===== config.mk =====
export PLATFORM = sky130hd
export DESIGN_NAME = lc3_obj_loader
export DESIGN_NICKNAME = d
export VERILOG_FILES = /design/src/rtl/lc3_loader_pkg.sv /design/src/rtl/byte_pair_assembler.sv /design/src/rtl/lc3_obj_loader.sv
export SDC_FILE = /design/constraint.sdc
export NUM_CORES = 1
export LEC_CHECK = 0
export CAP_MARGIN = 30
export CELL_PAD_IN_SITES_DETAIL_PLACEMENT = 0
export CELL_PAD_IN_SITES_GLOBAL_PLACEMENT = 1
export CORE_MARGIN = 2
export CORE_UTILIZATION = 41
export CTS_CLUSTER_DIAMETER = 50
export DETAILED_ROUTE_END_ITERATION = 10
export PLACE_DENSITY = 0.87
export SYNTH_ARGS = -nofsm -noshare
export SYNTH_HDL_FRONTEND = slang
export SYNTH_SLANG_ARGS = --single-unit

===== constraint.sdc =====
create_clock -name clk -period 2.3 [get_ports clk]
set_input_delay 0.46 -clock clk [delete_from_list [all_inputs] [get_ports clk]]
set_output_delay 0.46 -clock clk [all_outputs]
set_load 0.02 [all_outputs]

===== src/rtl/lc3_loader_pkg.sv =====
// Shared types for the LC-3 object-image loader.
// State encoding and object-format framing constants.
package lc3_loader_pkg;

  localparam int HDR_WORDS      = 2;
  localparam int BYTES_PER_WORD = 2;

  typedef enum logic [3:0] {
    IDLE,
    ORG,
    CNT,
    DATA,
    WRITE,
    VRD,
    VCMP,
    ADV,
    DONE,
    ERROR
  } state_t;

endpackage


===== src/rtl/byte_pair_assembler.sv =====
// Packs a big-endian byte stream into 16-bit words.
// Emits a one-cycle word pulse on the second byte of each pair.
module byte_pair_assembler
  import lc3_loader_pkg::*;
(
  input  logic                        clk,
  input  logic                        rst_n,
  input  logic                        i_clear,
  input  logic                        i_fire,
  input  logic [7:0]                  i_byte,
  output logic                        o_word_valid,
  output logic [BYTES_PER_WORD*8-1:0] o_word
);

  logic       r_phase;
  logic [7:0] r_hi;

  always_ff @(posedge clk or negedge rst_n) begin
    if (!rst_n) begin
      r_phase <= 1'b0;
      r_hi    <= 8'h00;
    end else if (i_clear) begin
      r_phase <= 1'b0;
    end else if (i_fire) begin
      r_phase <= ~r_phase;
      if (!r_phase)
        r_hi <= i_byte;
    end
  end

  assign o_word_valid = i_fire & r_phase;
  assign o_word       = {r_hi, i_byte};

endmodule


===== src/rtl/lc3_obj_loader.sv =====
// LC-3 object-format loader driving the RAM direct port.
// Define LC3_LOADER_VERIFY_EN to read back and compare every write.
module lc3_obj_loader
  import lc3_loader_pkg::*;
#(
  parameter int ADDR_W = 16,
  parameter int DATA_W = 16
) (
  input  logic              clk,
  input  logic              reset,
  input  logic              start,
  input  logic [7:0]        in_data,
  input  logic              in_valid,
  output logic              in_ready,
  output logic [ADDR_W-1:0] address_out,
  output logic [DATA_W-1:0] data_out,
  output logic              wren_out,
  input  logic [DATA_W-1:0] mem_q,
  output logic              busy,
  output logic              done,
  output logic              error,
  output logic [15:0]       words_written
);

  state_t            r_state;
  state_t            w_next;
  logic              r_run;
  logic [ADDR_W-1:0] r_org;
  logic [ADDR_W-1:0] r_ptr;
  logic [15:0]       r_remaining;
  logic [DATA_W-1:0] r_word;
  logic [15:0]       r_ww;
  logic              w_go;
  logic              w_fire;
  logic              w_wv;
  logic [15:0]       w_word;
  logic              w_rest;

  // Release is retimed so the first transition lands one edge later.
  always_ff @(posedge clk or negedge reset) begin
    if (!reset) r_run <= 1'b0;
    else        r_run <= 1'b1;
  end

  assign w_rest = (r_state == IDLE) ||
                  (r_state == DONE) ||
                  (r_state == ERROR);
  assign w_go   = start & r_run & w_rest;
  assign w_fire = in_valid & in_ready;

  byte_pair_assembler u_asm (
    .clk          (clk),
    .rst_n        (reset),
    .i_clear      (w_go),
    .i_fire       (w_fire),
    .i_byte       (in_data),
    .o_word_valid (w_wv),
    .o_word       (w_word)
  );

  always_ff @(posedge clk or negedge reset) begin
    if (!reset) r_state <= IDLE;
    else        r_state <= w_next;
  end

  always_comb begin
    w_next = r_state;
    unique case (r_state)
      IDLE, DONE, ERROR:
        if (w_go) w_next = ORG;
      ORG:
        if (w_wv) w_next = CNT;
      CNT:
        if (w_wv)
          w_next = (w_word == 16'h0) ? DONE : DATA;
      DATA:
        if (w_wv) w_next = WRITE;
`ifdef LC3_LOADER_VERIFY_EN
      WRITE:
        w_next = VRD;
      VRD:
        w_next = VCMP;
      VCMP:
        w_next = (mem_q != r_word) ? ERROR : ADV;
`else
      WRITE:
        w_next = ADV;
`endif
      ADV:
        w_next = (r_remaining == 16'd1) ? DONE : DATA;
      default:
        w_next = IDLE;
    endcase
  end

  always_ff @(posedge clk or negedge reset) begin
    if (!reset) begin
      r_org       <= '0;
      r_ptr       <= '0;
      r_remaining <= '0;
      r_word      <= '0;
      r_ww        <= '0;
    end else begin
      if (w_go)
        r_ww <= '0;
      if (r_state == ORG && w_wv)
        r_org <= w_word[ADDR_W-1:0];
      if (r_state == CNT && w_wv) begin
        r_remaining <= w_word;
        r_ptr       <= r_org;
      end
      if (r_state == DATA && w_wv)
        r_word <= w_word[DATA_W-1:0];
      if (r_state == ADV) begin
        r_ptr       <= r_ptr + 1'b1;
        r_remaining <= r_remaining - 1'b1;
        r_ww        <= r_ww + 1'b1;
      end
    end
  end

  always_comb begin
    in_ready = 1'b0;
    wren_out = 1'b0;
    busy     = ~w_rest;
    done     = 1'b0;
    error    = 1'b0;
    unique case (1'b1)
      (r_state == ORG),
      (r_state == CNT),
      (r_state == DATA):  in_ready = 1'b1;
      (r_state == WRITE): wren_out = 1'b1;
      (r_state == DONE):  done     = 1'b1;
`ifdef LC3_LOADER_VERIFY_EN
      (r_state == ERROR): error    = 1'b1;
`endif
      default: ;
    endcase
  end

`ifndef LC3_LOADER_VERIFY_EN
  logic w_unused;
  assign w_unused = ^{mem_q, 1'b0};
`endif

  assign address_out   = r_ptr;
  assign data_out      = r_word;
  assign words_written = r_ww;

endmodule


==> results of run 1 <==
[metrics by stage]
stage	power (W)	instance area, µm²	utilization	setup slack (ns)	hold WS (ns)
4_1_cts	0.00601	5630	0.521	0.0267	0.497
5_1_grt	0.00633	5630	0.522	0.00772	0.535
2_1_floorplan	0.00395	4520	-	0.453	0.164
3_5_place_dp	0.00491	5410	0.501	0.0430	0.378
6_report	0.00598	5630	0.522	0.137	0.491
3_3_place_gp	0.00482	5410	0.501	0.105	0.378
[critical path, cell delays in order, from the launching register on]
cell and delay, ns:
sky130_fd_sc_hd__dfrtp_2 0.49, sky130_fd_sc_hd__nor2_1 0.19, sky130_fd_sc_hd__nand2_1 0.11, sky130_fd_sc_hd__nor2_1 0.19
sky130_fd_sc_hd__dlygate4sd2_1 0.36
[final cells by class]
cell class              count  area, µm²  share of cell area
flip-flops and latches     94       2360               0.419
multi-input cells         304       2020               0.359
clock buffers               9        124              0.0220
repair buffers             87        847               0.150
inverters                   6       22.5             0.00400
well taps                 140        175              0.0311
clock inverters             7       80.1              0.0142
[registers in the layout (all words and copies together) (netlist names)]
| name | cells |
|---|---|
| address_out | 16 |
| data_out | 16 |
| r_org | 16 |
| r_remaining | 16 |
| words_written | 16 |
| u_asm.r_hi | 8 |
| r_state | 4 |
| r_run | 1 |
| u_asm.r_phase | 1 |
[power groups by stage]
stage,Clock (W),Sequential [W],Combinational [W]
floorplan,0,0.00293,0.00101
global placement,0,0.00288,0.00194
detailed placement,0,0.00291,0.00200
CTS,0.00113,0.00289,0.00199
global route,0.00118,0.00298,0.00216
finish,0.00110,0.00290,0.00198
[kinds of logic (layout without fill, tap and decap cells)]
kind of cell               after synthesis  count (layout)  share of synthesized area
buffers and inverters                   28             109                     0.0316
AOI/OAI and AO/OA                       89              89                      0.134
xor gates and xnor gates                 3               3                    0.00582
DFF                                     94              94                      0.521
and+or+nand+nor                        162             162                      0.186
other                                    2               2                    0.00166
muxes                                   44              44                      0.109
adders and majority gates                4               4                     0.0111
[path summary, 6_finish.rpt]
path | end | depth (start not counted) | slack, ns
min in group asynchronous | words_written[0] | 2 | 0.53
worst min-delay path | words_written[15] | 1 | 0.49
worst max-delay path | wren_out | 4 | 0.14
worst max register to register | address_out[5] | 5 | 0.23
worst min register to register | words_written[15] | 1 | 0.49
max in group asynchronous | r_remaining[2] | 3 | 1.11
[per-layer routing]
metal / vias to the layer above / GRT usage
met1: 1804 / 0.266
met4: 0 / 0.0504
met5: - / 0
met3: 16 / 0.0365
met2: 125 / 0.322
li1: 1739 / -
[what timing repair did]
| item | in CTS | in global routing |
|---|---|---|
| resized for setup | 7 | 1 |
| endpoints found under the hold margin | 21 | 0 |
| endpoints found under the setup margin | 4 | 1 |
| hold buffers | 1 | 0 |
| pin swaps | 0 | 0 |
[cell usage in the layout (no fill, tap or decap), types with 4 or more instances in the layout]
cell                               n
sky130_fd_sc_hd__nand3_1          29
sky130_fd_sc_hd__nor4_1            5
sky130_fd_sc_hd__nor3_1            5
sky130_fd_sc_hd__buf_4            21
sky130_fd_sc_hd__or3_1             4
sky130_fd_sc_hd__nand4_1           8
sky130_fd_sc_hd__and4_1            4
sky130_fd_sc_hd__mux2i_1           4
sky130_fd_sc_hd__nand2_1          51
sky130_fd_sc_hd__clkbuf_8          9
sky130_fd_sc_hd__nor2_1           24
sky130_fd_sc_hd__dfrtp_2           4
sky130_fd_sc_hd__o21ai_0          27
sky130_fd_sc_hd__inv_1             6
sky130_fd_sc_hd__clkdlybuf4s50_1  58
sky130_fd_sc_hd__o311ai_0          7
sky130_fd_sc_hd__dfrtp_1          90
sky130_fd_sc_hd__ha_1              4
sky130_fd_sc_hd__a211oi_1          4
sky130_fd_sc_hd__and3_1            8
sky130_fd_sc_hd__o211ai_1         10
sky130_fd_sc_hd__mux2_2           40
sky130_fd_sc_hd__a21oi_1           9
==> flow_summary.html, run 1 <==
<table>
<tr><th>Metric</th><th>Value</th></tr>
<tr><th colspan="2">Yosys</th></tr>
<tr><td>Top FF cell, synth</td><td>sky130_fd_sc_hd__dfrtp_1</td></tr>
<tr><td>Post-Syn Nets</td><td>458</td></tr>
<tr><td>Number of flops mapped to enable cells by yosys</td><td>0</td></tr>
<tr><td>Post-synthesis sequential element count</td><td>94</td></tr>
<tr><td>Post-synthesis instance total</td><td>426</td></tr>
<tr><td>Share of async-settable or async-resettable flops after synthesis</td><td>1.00</td></tr>
<tr><td>Sequential cell area fraction in the yosys report</td><td>0.521</td></tr>
<tr><td>Warnings from Yosys</td><td>0</td></tr>
<tr><td>Synth cell count leaders</td><td>sky130_fd_sc_hd__dfrtp_1, sky130_fd_sc_hd__nand2_1, sky130_fd_sc_hd__mux2_2</td></tr>
<tr><td>Area contributors post-synth</td><td>sky130_fd_sc_hd__dfrtp_1, sky130_fd_sc_hd__mux2_2, sky130_fd_sc_hd__nand2_1, sky130_fd_sc_hd__nand3_1, sky130_fd_sc_hd__o21ai_0</td></tr>
<tr><td>Post-synth top area share</td><td>0.521</td></tr>
<tr><td>Mapped Area</td><td>4520 µm²</td></tr>
<tr><td>Avg Inst Size Synth</td><td>10.6 µm²</td></tr>
<tr><td>Post-synthesis cell type with the largest combined area</td><td>sky130_fd_sc_hd__dfrtp_1</td></tr>
<tr><td>Leading cell type by number of instances after synthesis</td><td>sky130_fd_sc_hd__dfrtp_1</td></tr>
<tr><td>Number of distinct standard cells referenced by the synthesized netlist</td><td>62</td></tr>
<tr><th colspan="2">CTS</th></tr>
<tr><td>CTS tree</td><td>done</td></tr>
<tr><td>Count of H-tree levels built during CTS</td><td>3</td></tr>
<tr><td>Clk_lat worst skew</td><td>0.37 ns</td></tr>
<tr><td>Clock root cell</td><td>sky130_fd_sc_hd__clkbuf_8</td></tr>
<tr><td>Reg clk slew, reported paths</td><td>0.10 ns</td></tr>
<tr><td>Post-CTS setup repair buffer count</td><td>0</td></tr>
<tr><td>CTS sink cnt</td><td>94</td></tr>
<tr><td>CTS Buf Count</td><td>9</td></tr>
<tr><td>CTS max path bufs</td><td>2</td></tr>
<tr><th colspan="2">Finish</th></tr>
<tr><td>Filler cell count</td><td>976</td></tr>
<tr><td>Syn-to-layout area delta</td><td>24.6%</td></tr>
<tr><td>Layout cells sized above 1</td><td>0.187</td></tr>
<tr><td>Diode insertion count for antenna repair</td><td>0</td></tr>
<tr><td>Fin cells</td><td>647</td></tr>
<tr><td>NumNets Final</td><td>534</td></tr>
<tr><th colspan="2">Pwr</th></tr>
<tr><td>Part of the power in registers</td><td>0.485</td></tr>
<tr><td>Logic gate share of total power</td><td>0.331</td></tr>
<tr><td>Switching power total</td><td>0.00227 W</td></tr>
<tr><td>Share of total power consumed by net switching</td><td>0.380</td></tr>
<tr><td>Leakage</td><td>2.37 nW</td></tr>
<tr><td>Internal power</td><td>0.00370 W</td></tr>
<tr><td>Power per unit of standard cell area</td><td>1060 nW/µm²</td></tr>
<tr><td>IR Drop Worst-Case VDD</td><td>584 µV</td></tr>
<tr><td>Fraction of power consumed by the clock network</td><td>0.184</td></tr>
<tr><th colspan="2">Worst hold path</th></tr>
<tr><td>Hold path startpoint</td><td>words_written[15]</td></tr>
<tr><td>Worst min path class</td><td>reg2reg</td></tr>
<tr><th colspan="2">Floorplan</th></tr>
<tr><td>Die H</td><td>109 µm</td></tr>
<tr><td>Die area</td><td>11900 µm²</td></tr>
<tr><td>Initial core utilization</td><td>0.419</td></tr>
<tr><td>Top Ports</td><td>81</td></tr>
<tr><td>X dimension of the die</td><td>109 µm</td></tr>
<tr><td>Core Box Area</td><td>10800 µm²</td></tr>
<tr><td>Row Count</td><td>38</td></tr>
<tr><th colspan="2">Drt</th></tr>
<tr><td>Post-DRT Antenna Nets</td><td>0</td></tr>
<tr><td>Drt first pass iters</td><td>6</td></tr>
<tr><td>Top routing layer in use</td><td>met4</td></tr>
<tr><td>Met2 WL</td><td>5250 µm</td></tr>
<tr><td>WL/cell</td><td>16.8 µm</td></tr>
<tr><td>Count of routing violations after the opening detailed-route iteration</td><td>174</td></tr>
<tr><td>Routed length on met3</td><td>573 µm</td></tr>
<tr><td>Number of design rule violations left after detail routing</td><td>0</td></tr>
<tr><td>Vias after detailed routing</td><td>3684</td></tr>
<tr><td>Via-to-Cell Ratio</td><td>5.69</td></tr>
<tr><td>Routed length on met1</td><td>4930 µm</td></tr>
<tr><td>Wire length reported by the detailed router</td><td>10900 µm</td></tr>
<tr><th colspan="2">Timing</th></tr>
<tr><td>Sum Neg Setup Slack</td><td>0 ns</td></tr>
<tr><td>Shortest period the worst path allows</td><td>2.16 ns</td></tr>
<tr><td>Clock Skews</td><td>0.00951 ns</td></tr>
<tr><td>Worst relative slew slack</td><td>0.606</td></tr>
<tr><td>Setup repair after global routing missed its margin</td><td>no</td></tr>
<tr><td>Fin. Hold Viols</td><td>0</td></tr>
<tr><td>Slew at the pin with the worst max-slew slack</td><td>0.584 ns</td></tr>
<tr><td>Final setup violation count</td><td>0</td></tr>
<tr><td>Number of pins with negative max-slew slack in the final report</td><td>0</td></tr>
<tr><td>Crit share post-route</td><td>0.940</td></tr>
<tr><td>Max Clk Rate</td><td>462 MHz</td></tr>
<tr><th colspan="2">Outcome</th></tr>
<tr><td>Result of the run</td><td>finished, final reports clean</td></tr>
<tr><th colspan="2">Critical path</th></tr>
<tr><td>Crit path from</td><td>r_state[1]</td></tr>
<tr><td>Largest driver fanout on the critical path</td><td>11</td></tr>
<tr><td>Critical path start-end classification</td><td>reg2out</td></tr>
<tr><td>Worst endpoint data arrival time</td><td>1.70 ns</td></tr>
<tr><td>Type of element capturing the critical path</td><td>output port</td></tr>
<tr><td>Data required time at the worst endpoint</td><td>1.84 ns</td></tr>
<tr><td>Worst flop-to-flop path startpoint</td><td>r_state[2]</td></tr>
<tr><td>Startpoint types</td><td>register</td></tr>
<tr><th colspan="2">Global routing</th></tr>
<tr><td>Initial antenna violation count</td><td>0</td></tr>
<tr><td>First-pass GRT wire length</td><td>18300 µm</td></tr>
<tr><td>Total Routing Usage GR</td><td>0.195</td></tr>
<tr><td>Total global routing overflow</td><td>0</td></tr>
<tr><td>Vias in the first global route</td><td>3639</td></tr>
<tr><td>Maximum number of pins on one net before global-route repair</td><td>74</td></tr>
<tr><th colspan="2">Run</th></tr>
<tr><td>Max-cap check violation count</td><td>0</td></tr>
<tr><th colspan="2">Placed design</th></tr>
<tr><td>Final weighted congestion in routability-driven placement</td><td>0.880</td></tr>
<tr><td>HPWL Detailed</td><td>7790 µm</td></tr>
<tr><td>Post-placement cell count</td><td>630</td></tr>
<tr><td>Number of buffer cells added on primary ports</td><td>63</td></tr>
</table>
No activity file was read; power rests on OpenSTA's default activity.
==> run 2: changes to the inputs <==
clock period = 2 ns   (was 2.3 ns; I/O delays follow)
==> flow_summary.html, run 2 (synthesis gave the netlist of run 1 again) <==
<table>
<tr><th>Metric</th><th>Value</th></tr>
<tr><th colspan="2">Outcome</th></tr>
<tr><td>Result of the run</td><td>finished, final reports clean</td></tr>
<tr><th colspan="2">Critical path</th></tr>
<tr><td>Delay of the slowest critical-path stage</td><td>0.49 ns</td></tr>
<tr><td>Number of stages on the worst setup path</td><td>4</td></tr>
<tr><td>Largest driver fanout on the critical path</td><td>10</td></tr>
<tr><td>Critical path start-end classification</td><td>reg2out</td></tr>
<tr><td>Cells traversed along the worst timing path</td><td>nor2_2, nand2_1, nor2_2, clkdlybuf4s15_2</td></tr>
<tr><td>CP most frequent cell</td><td>sky130_fd_sc_hd__nor2_2</td></tr>
<tr><td>Startpoint types</td><td>register</td></tr>
<tr><td>Critical path buffers and inverters</td><td>1</td></tr>
<tr><td>Critical-path cell with the highest stage delay</td><td>sky130_fd_sc_hd__dfrtp_2</td></tr>
<tr><td>Data required time at the worst endpoint</td><td>1.60 ns</td></tr>
<tr><td>Family with the most delay on the worst path</td><td>flip-flops</td></tr>
<tr><td>Number of cell instances on the worst register-to-register path</td><td>6</td></tr>
<tr><td>Worst endpoint data arrival time</td><td>1.53 ns</td></tr>
<tr><td>Type of element capturing the critical path</td><td>output port</td></tr>
<tr><th colspan="2">Floorplan</th></tr>
<tr><td>Core Box Area</td><td>10800 µm²</td></tr>
<tr><td>Die area</td><td>11900 µm²</td></tr>
<tr><td>Initial core utilization</td><td>0.419</td></tr>
<tr><td>X dimension of the die</td><td>109 µm</td></tr>
<tr><td>Top Ports</td><td>81</td></tr>
<tr><td>Die H</td><td>109 µm</td></tr>
<tr><td>Row Count</td><td>38</td></tr>
<tr><th colspan="2">Finish</th></tr>
<tr><td>Filler cell count</td><td>972</td></tr>
<tr><td>Syn-to-layout area delta</td><td>27.7%</td></tr>
<tr><td>Register area</td><td>2360 µm²</td></tr>
<tr><td>Diode insertion count for antenna repair</td><td>0</td></tr>
<tr><td>NumNets Final</td><td>551</td></tr>
<tr><td>Fin cells</td><td>664</td></tr>
<tr><td>Layout cells sized above 1</td><td>0.225</td></tr>
<tr><td>Area of the multi-input gates</td><td>2040 µm²</td></tr>
<tr><td>Commonest non-fill, non-tap cell in the layout</td><td>sky130_fd_sc_hd__dfrtp_1</td></tr>
<tr><td>Post-route design area</td><td>5770 µm²</td></tr>
<tr><td>Commonest cells after routing, fill and taps aside</td><td>sky130_fd_sc_hd__dfrtp_1, sky130_fd_sc_hd__clkdlybuf4s50_1, sky130_fd_sc_hd__nand2_1</td></tr>
<tr><th colspan="2">Drt</th></tr>
<tr><td>Post-DRT Antenna Nets</td><td>0</td></tr>
<tr><td>Count of routing violations after the opening detailed-route iteration</td><td>277</td></tr>
<tr><td>Vias after detailed routing</td><td>3782</td></tr>
<tr><td>WL/cell</td><td>17.1 µm</td></tr>
<tr><td>Via-to-Cell Ratio</td><td>5.70</td></tr>
<tr><td>Drt first pass iters</td><td>6</td></tr>
<tr><td>Wire length reported by the detailed router</td><td>11300 µm</td></tr>
<tr><td>Number of design rule violations left after detail routing</td><td>0</td></tr>
<tr><th colspan="2">Pwr</th></tr>
<tr><td>IR Drop Worst-Case VDD</td><td>737 µV</td></tr>
<tr><td>Power per unit of standard cell area</td><td>1210 nW/µm²</td></tr>
<tr><td>Leakage</td><td>2.44 nW</td></tr>
<tr><th colspan="2">CTS</th></tr>
<tr><td>CTS Buf Count</td><td>9</td></tr>
<tr><td>Reg clk slew, reported paths</td><td>0.10 ns</td></tr>
<tr><td>Clock root cell</td><td>sky130_fd_sc_hd__clkbuf_8</td></tr>
<tr><td>CTS sink cnt</td><td>94</td></tr>
<tr><td>Clk_lat worst skew</td><td>0.37 ns</td></tr>
<tr><td>CTS max path bufs</td><td>2</td></tr>
<tr><td>CTS tree</td><td>done</td></tr>
<tr><td>Count of H-tree levels built during CTS</td><td>3</td></tr>
<tr><th colspan="2">Placed design</th></tr>
<tr><td>Placement Cell Area</td><td>5540 µm²</td></tr>
<tr><td>HPWL Detailed</td><td>7930 µm</td></tr>
<tr><td>Final weighted congestion in routability-driven placement</td><td>0.900</td></tr>
<tr><td>Post-placement cell count</td><td>644</td></tr>
<tr><td>Number of buffer cells added on primary ports</td><td>63</td></tr>
<tr><th colspan="2">Global routing</th></tr>
<tr><td>Maximum number of pins on one net before global-route repair</td><td>47</td></tr>
<tr><td>Vias in the first global route</td><td>3786</td></tr>
<tr><td>First-pass GRT wire length</td><td>18900 µm</td></tr>
<tr><td>Total Routing Usage GR</td><td>0.204</td></tr>
<tr><td>Total global routing overflow</td><td>0</td></tr>
<tr><td>Initial antenna violation count</td><td>0</td></tr>
<tr><th colspan="2">Timing</th></tr>
<tr><td>Sum Neg Setup Slack</td><td>0 ns</td></tr>
<tr><td>Final setup violation count</td><td>0</td></tr>
<tr><td>Clock Skews</td><td>0.0115 ns</td></tr>
<tr><td>Slew at the pin with the worst max-slew slack</td><td>0.527 ns</td></tr>
<tr><td>Max Clk Rate</td><td>518 MHz</td></tr>
<tr><td>Number of pins with negative max-slew slack in the final report</td><td>0</td></tr>
<tr><td>Crit share post-route</td><td>0.966</td></tr>
<tr><td>Fin. Hold Viols</td><td>0</td></tr>
<tr><td>Shortest period the worst path allows</td><td>1.93 ns</td></tr>
<tr><td>Worst relative slew slack</td><td>0.647</td></tr>
<tr><th colspan="2">Worst hold path</th></tr>
<tr><td>Worst min path class</td><td>in2async</td></tr>
<tr><th colspan="2">Run</th></tr>
<tr><td>Max-cap check violation count</td><td>0</td></tr>
</table>
-- run 2: timing repair --
item,4_1_cts,5_1_grt
setup buffers,0,3
setup endpoints to repair,4,8
resized for setup,9,10
hold endpoints to repair,21,0
hold buffers,1,0
-- run 2: path summary, 6_finish.rpt --
check / to / from / slack [ns]
setup reg to reg: u_asm.r_hi[5] / r_state[3] / 0.08
hold reg to reg: words_written[15] / words_written[15] / 0.49
setup / recovery: wren_out / r_state[1] / 0.07
max in group asynchronous: address_out[2] / reset / 0.85
hold / removal: words_written[3] / reset / 0.46
min in group clk: words_written[15] / words_written[15] / 0.49
-- run 2: final cells by class --
class | instances | share of cell area
Inverter | 6 | 0.00390
Multi-Input combinational cell | 304 | 0.353
Tap cell | 140 | 0.0304
Sequential cell | 94 | 0.408
Timing Repair Buffer | 104 | 0.172
Clock inverter | 7 | 0.0108
Clock buffer | 9 | 0.0215
-- run 2: power by group --
| group | internal (W) | switching (W) |
|---|---|---|
| registers | 0.00258 | 0.000703 |
| logic | 0.00131 | 0.00119 |
| clock network | 0.000481 | 0.000737 |
-- run 2: routing by layer --
metal,share of wire,GRT usage
met4,0.013,0.0485
met1,0.44,0.275
met2,0.48,0.334
met5,0,0
met3,0.075,0.0490
-- run 2: through the flow --
stage / setup slack [ns] / utilization / power [W] / hold slack (ns)
after floorplan: 0.153 / - / 0.00454 / 0.104
after global placement: -0.0950 / 0.513 / 0.00568 / 0.328
after detailed placement: -0.157 / 0.513 / 0.00578 / 0.328
after CTS: 0.0135 / 0.532 / 0.00701 / 0.469
after global routing: -0.00121 / 0.535 / 0.00744 / 0.491
final: 0.0682 / 0.535 / 0.00701 / 0.462
==> run 3: changes to the inputs <==
CORE_UTILIZATION = 38   (was 41)
PLACE_DENSITY = unset   (was 0.87)
PLACE_DENSITY_LB_ADDON = 0.08   (was unset)
SYNTH_HIERARCHICAL = 1   (was unset)
clock period = 1.7 ns   (was 2 ns; I/O delays follow)
==> flow_summary.html, run 3 <==
<table>
<tr><th>Metric</th><th>Value</th></tr>
<tr><th colspan="2">Outcome</th></tr>
<tr><td>Result of the run</td><td>complete, but fails checks</td></tr>
<tr><td>Violated checks</td><td>setup timing</td></tr>
<tr><th colspan="2">Yosys</th></tr>
<tr><td>Post-Syn Nets</td><td>475</td></tr>
<tr><td>Share of async-settable or async-resettable flops after synthesis</td><td>1.00</td></tr>
<tr><td>Post-synth top area share</td><td>0.489</td></tr>
<tr><td>Synth cell count leaders</td><td>sky130_fd_sc_hd__dfrtp_1, sky130_fd_sc_hd__nand2_1, sky130_fd_sc_hd__mux2_2</td></tr>
<tr><td>Number of flops mapped to enable cells by yosys</td><td>0</td></tr>
<tr><td>Number of distinct standard cells referenced by the synthesized netlist</td><td>65</td></tr>
<tr><td>Avg Inst Size Synth</td><td>10.9 µm²</td></tr>
<tr><td>Mapped Area</td><td>4810 µm²</td></tr>
<tr><td>Post-synthesis instance total</td><td>443</td></tr>
<tr><td>Post-synthesis cell type with the largest combined area</td><td>sky130_fd_sc_hd__dfrtp_1</td></tr>
<tr><td>Warnings from Yosys</td><td>6</td></tr>
<tr><td>Sequential cell area fraction in the yosys report</td><td>0.489</td></tr>
<tr><td>Post-synthesis sequential element count</td><td>94</td></tr>
<tr><td>Area contributors post-synth</td><td>sky130_fd_sc_hd__dfrtp_1, sky130_fd_sc_hd__mux2_2, sky130_fd_sc_hd__nand2_1, sky130_fd_sc_hd__o211ai_1, sky130_fd_sc_hd__buf_4</td></tr>
<tr><td>Top FF cell, synth</td><td>sky130_fd_sc_hd__dfrtp_1</td></tr>
<tr><td>Leading cell type by number of instances after synthesis</td><td>sky130_fd_sc_hd__dfrtp_1</td></tr>
<tr><th colspan="2">CTS</th></tr>
<tr><td>CTS Buf Count</td><td>9</td></tr>
<tr><td>Count of H-tree levels built during CTS</td><td>3</td></tr>
<tr><td>Clk_lat worst skew</td><td>0.36 ns</td></tr>
<tr><td>Clock root cell</td><td>sky130_fd_sc_hd__clkbuf_16</td></tr>
<tr><td>CTS max path bufs</td><td>2</td></tr>
<tr><td>Reg clk slew, reported paths</td><td>0.07 ns</td></tr>
<tr><td>CTS sink cnt</td><td>94</td></tr>
<tr><td>CTS tree</td><td>done</td></tr>
<tr><th colspan="2">Finish</th></tr>
<tr><td>NumNets Final</td><td>633</td></tr>
<tr><td>Syn-to-layout area delta</td><td>49.7%</td></tr>
<tr><td>Diode insertion count for antenna repair</td><td>0</td></tr>
<tr><td>Layout cells sized above 1</td><td>0.394</td></tr>
<tr><td>Commonest cells after routing, fill and taps aside</td><td>sky130_fd_sc_hd__dfrtp_1, sky130_fd_sc_hd__buf_4, sky130_fd_sc_hd__nand2_1</td></tr>
<tr><td>Commonest non-fill, non-tap cell in the layout</td><td>sky130_fd_sc_hd__dfrtp_1</td></tr>
<tr><th colspan="2">Drt</th></tr>
<tr><td>Post-DRT Antenna Nets</td><td>0</td></tr>
<tr><td>Drt first pass iters</td><td>4</td></tr>
<tr><td>Vias after detailed routing</td><td>4157</td></tr>
<tr><td>Number of design rule violations left after detail routing</td><td>0</td></tr>
<tr><td>WL/cell</td><td>17.8 µm</td></tr>
<tr><td>Via-to-Cell Ratio</td><td>5.34</td></tr>
<tr><td>Count of routing violations after the opening detailed-route iteration</td><td>287</td></tr>
<tr><td>Wire length reported by the detailed router</td><td>13800 µm</td></tr>
<tr><th colspan="2">Critical path</th></tr>
<tr><td>Number of stages on the worst setup path</td><td>10</td></tr>
<tr><td>Family with the most delay on the worst path</td><td>simple AND/OR/NAND/NOR gates</td></tr>
<tr><td>Data required time at the worst endpoint</td><td>1.94 ns</td></tr>
<tr><td>Type of element capturing the critical path</td><td>register</td></tr>
<tr><td>Critical path buffers and inverters</td><td>3</td></tr>
<tr><td>Terminus of the critical flop-to-flop path</td><td>r_org[0]</td></tr>
<tr><td>Number of cell instances on the worst register-to-register path</td><td>10</td></tr>
<tr><td>Cells traversed along the worst timing path</td><td>nor2_4, nor3_4, and2_4, and2_4, nor3b_4, buf_4, buf_4, nand3b_4, buf_12, mux2_2</td></tr>
<tr><td>Worst setup path endpoint</td><td>r_org[0]</td></tr>
<tr><td>Startpoint types</td><td>register</td></tr>
<tr><td>Worst endpoint data arrival time</td><td>2.24 ns</td></tr>
<tr><td>Critical path start-end classification</td><td>reg2reg</td></tr>
<tr><td>Worst flop-to-flop path startpoint</td><td>r_state[0]</td></tr>
<tr><td>Delay of the slowest critical-path stage</td><td>0.41 ns</td></tr>
<tr><td>Crit path from</td><td>r_state[0]</td></tr>
<tr><td>R2R Setup Slk</td><td>-0.30 ns</td></tr>
<tr><td>Largest driver fanout on the critical path</td><td>16</td></tr>
<tr><td>Critical-path cell with the highest stage delay</td><td>sky130_fd_sc_hd__dfrtp_1</td></tr>
<tr><th colspan="2">Pwr</th></tr>
<tr><td>Power per unit of standard cell area</td><td>1420 nW/µm²</td></tr>
<tr><td>IR Drop Worst-Case VDD</td><td>638 µV</td></tr>
<tr><td>Leakage</td><td>3.38 nW</td></tr>
<tr><td>Overall power</td><td>0.0103 W</td></tr>
<tr><th colspan="2">Global routing</th></tr>
<tr><td>Total Routing Usage GR</td><td>0.215</td></tr>
<tr><td>First-pass GRT wire length</td><td>22100 µm</td></tr>
<tr><td>Vias in the first global route</td><td>4082</td></tr>
<tr><td>Maximum number of pins on one net before global-route repair</td><td>38</td></tr>
<tr><td>Initial antenna violation count</td><td>0</td></tr>
<tr><td>Total global routing overflow</td><td>0</td></tr>
<tr><th colspan="2">Timing</th></tr>
<tr><td>Crit share post-route</td><td>1.17</td></tr>
<tr><td>Number of pins with negative max-slew slack in the final report</td><td>0</td></tr>
<tr><td>Max Clk Rate</td><td>501 MHz</td></tr>
<tr><td>Final setup violation count</td><td>86</td></tr>
<tr><td>Clock Skews</td><td>0.00623 ns</td></tr>
<tr><td>Minimum hold slack</td><td>0.469 ns</td></tr>
<tr><td>Shortest period the worst path allows</td><td>2.00 ns</td></tr>
<tr><td>Post-layout worst setup margin</td><td>-0.297 ns</td></tr>
<tr><td>Setup repair after global routing missed its margin</td><td>yes</td></tr>
<tr><td>Fin. Hold Viols</td><td>0</td></tr>
<tr><th colspan="2">Floorplan</th></tr>
<tr><td>Top Ports</td><td>81</td></tr>
<tr><td>Initial core utilization</td><td>0.385</td></tr>
<tr><td>X dimension of the die</td><td>117 µm</td></tr>
<tr><td>Core Box Area</td><td>12500 µm²</td></tr>
<tr><td>Die area</td><td>13600 µm²</td></tr>
<tr><td>Die H</td><td>117 µm</td></tr>
<tr><td>Row Count</td><td>41</td></tr>
<tr><th colspan="2">Worst hold path</th></tr>
<tr><td>Worst min path class</td><td>in2async</td></tr>
<tr><th colspan="2">Placed design</th></tr>
<tr><td>HPWL Detailed</td><td>9150 µm</td></tr>
<tr><td>Final weighted congestion in routability-driven placement</td><td>0.856</td></tr>
<tr><td>Number of buffer cells added on primary ports</td><td>63</td></tr>
<tr><th colspan="2">Run</th></tr>
<tr><td>Max-cap check violation count</td><td>0</td></tr>
</table>
-- run 3: worst min-delay path by stage --
stage / startpoint / to / slack (ns) / cells past startpoint
after floorplan: reset / address_out[0] / 0.04 / 0
after global placement: reset / words_written[12] / 0.32 / 1
after detailed placement: reset / words_written[13] / 0.33 / 1
after CTS: reset / words_written[13] / 0.49 / 2
after global routing: words_written[15] / words_written[15] / 0.49 / 1
final: reset / words_written[13] / 0.47 / 2
-- run 3: repair_timing --
action	in CTS	in global routing
setup endpoints to repair	111	99
hold endpoints to repair	28	0
pin swaps	20	22
gates resized for setup	101	34
gates cloned	2	2
hold buffers	1	0
buffers inserted	12	13
-- run 3: through the flow --
stage                     std cells   util  worst slack [ns]  instance area (µm²)  TNS [ns]
after floorplan                 443      -            -0.734                 4960    -37.76
after global placement          733  0.501            -0.490                 6270    -26.27
after detailed placement        733  0.501            -0.498                 6270    -26.82
after CTS                       763  0.554            -0.322                 6940    -16.14
after global routing            778  0.576            -0.374                 7210    -24.21
final                           778  0.576            -0.297                 7210    -15.91
-- run 3: power breakdown --
part	total [W]	leakage [nW]	switching (W)	internal (W)
sequential	0.00380	1.18	0.000754	0.00305
clock	0.00242	0.173	0.000954	0.00146
combinational	0.00404	2.03	0.00194	0.00210
total	0.0103	3.38	0.00364	0.00662
-- run 3: layer usage --
metal / routed length, µm / global-route usage / vias up / share of wire
met5: 0 / 0 / - / 0
met4: 155 / 0.0737 / 0 / 0.011
met3: 600 / 0.0311 / 13 / 0.043
met2: 6540 / 0.336 / 106 / 0.47
met1: 6540 / 0.308 / 2066 / 0.47
li1: - / - / 1972 / -
-- run 3: final cells by class --
| type | count | area (µm²) |
|---|---|---|
| Clock buffer | 9 | 225 |
| Clock inverter | 7 | 128 |
| Fill cell | 1096 | 5310 |
| Inverter | 10 | 37.5 |
| Multi-Input combinational cell | 310 | 2550 |
| Sequential cell | 94 | 2350 |
| Tap cell | 172 | 215 |
| Timing Repair Buffer | 176 | 1700 |
-- run 3: logic make-up (layout without fill, tap and decap cells) --
logic type / Yosys count / count (layout) / share of synthesized area
and+or+nand+nor: 163 / 163 / 0.190
other: 2 / 2 / 0.00156
DFF: 94 / 94 / 0.489
buffers and inverters: 39 / 202 / 0.0528
muxes: 50 / 50 / 0.115
xor gates and xnor gates: 3 / 3 / 0.00546
AOI/OAI and AO/OA: 88 / 88 / 0.137
adders and majority gates: 4 / 4 / 0.0104
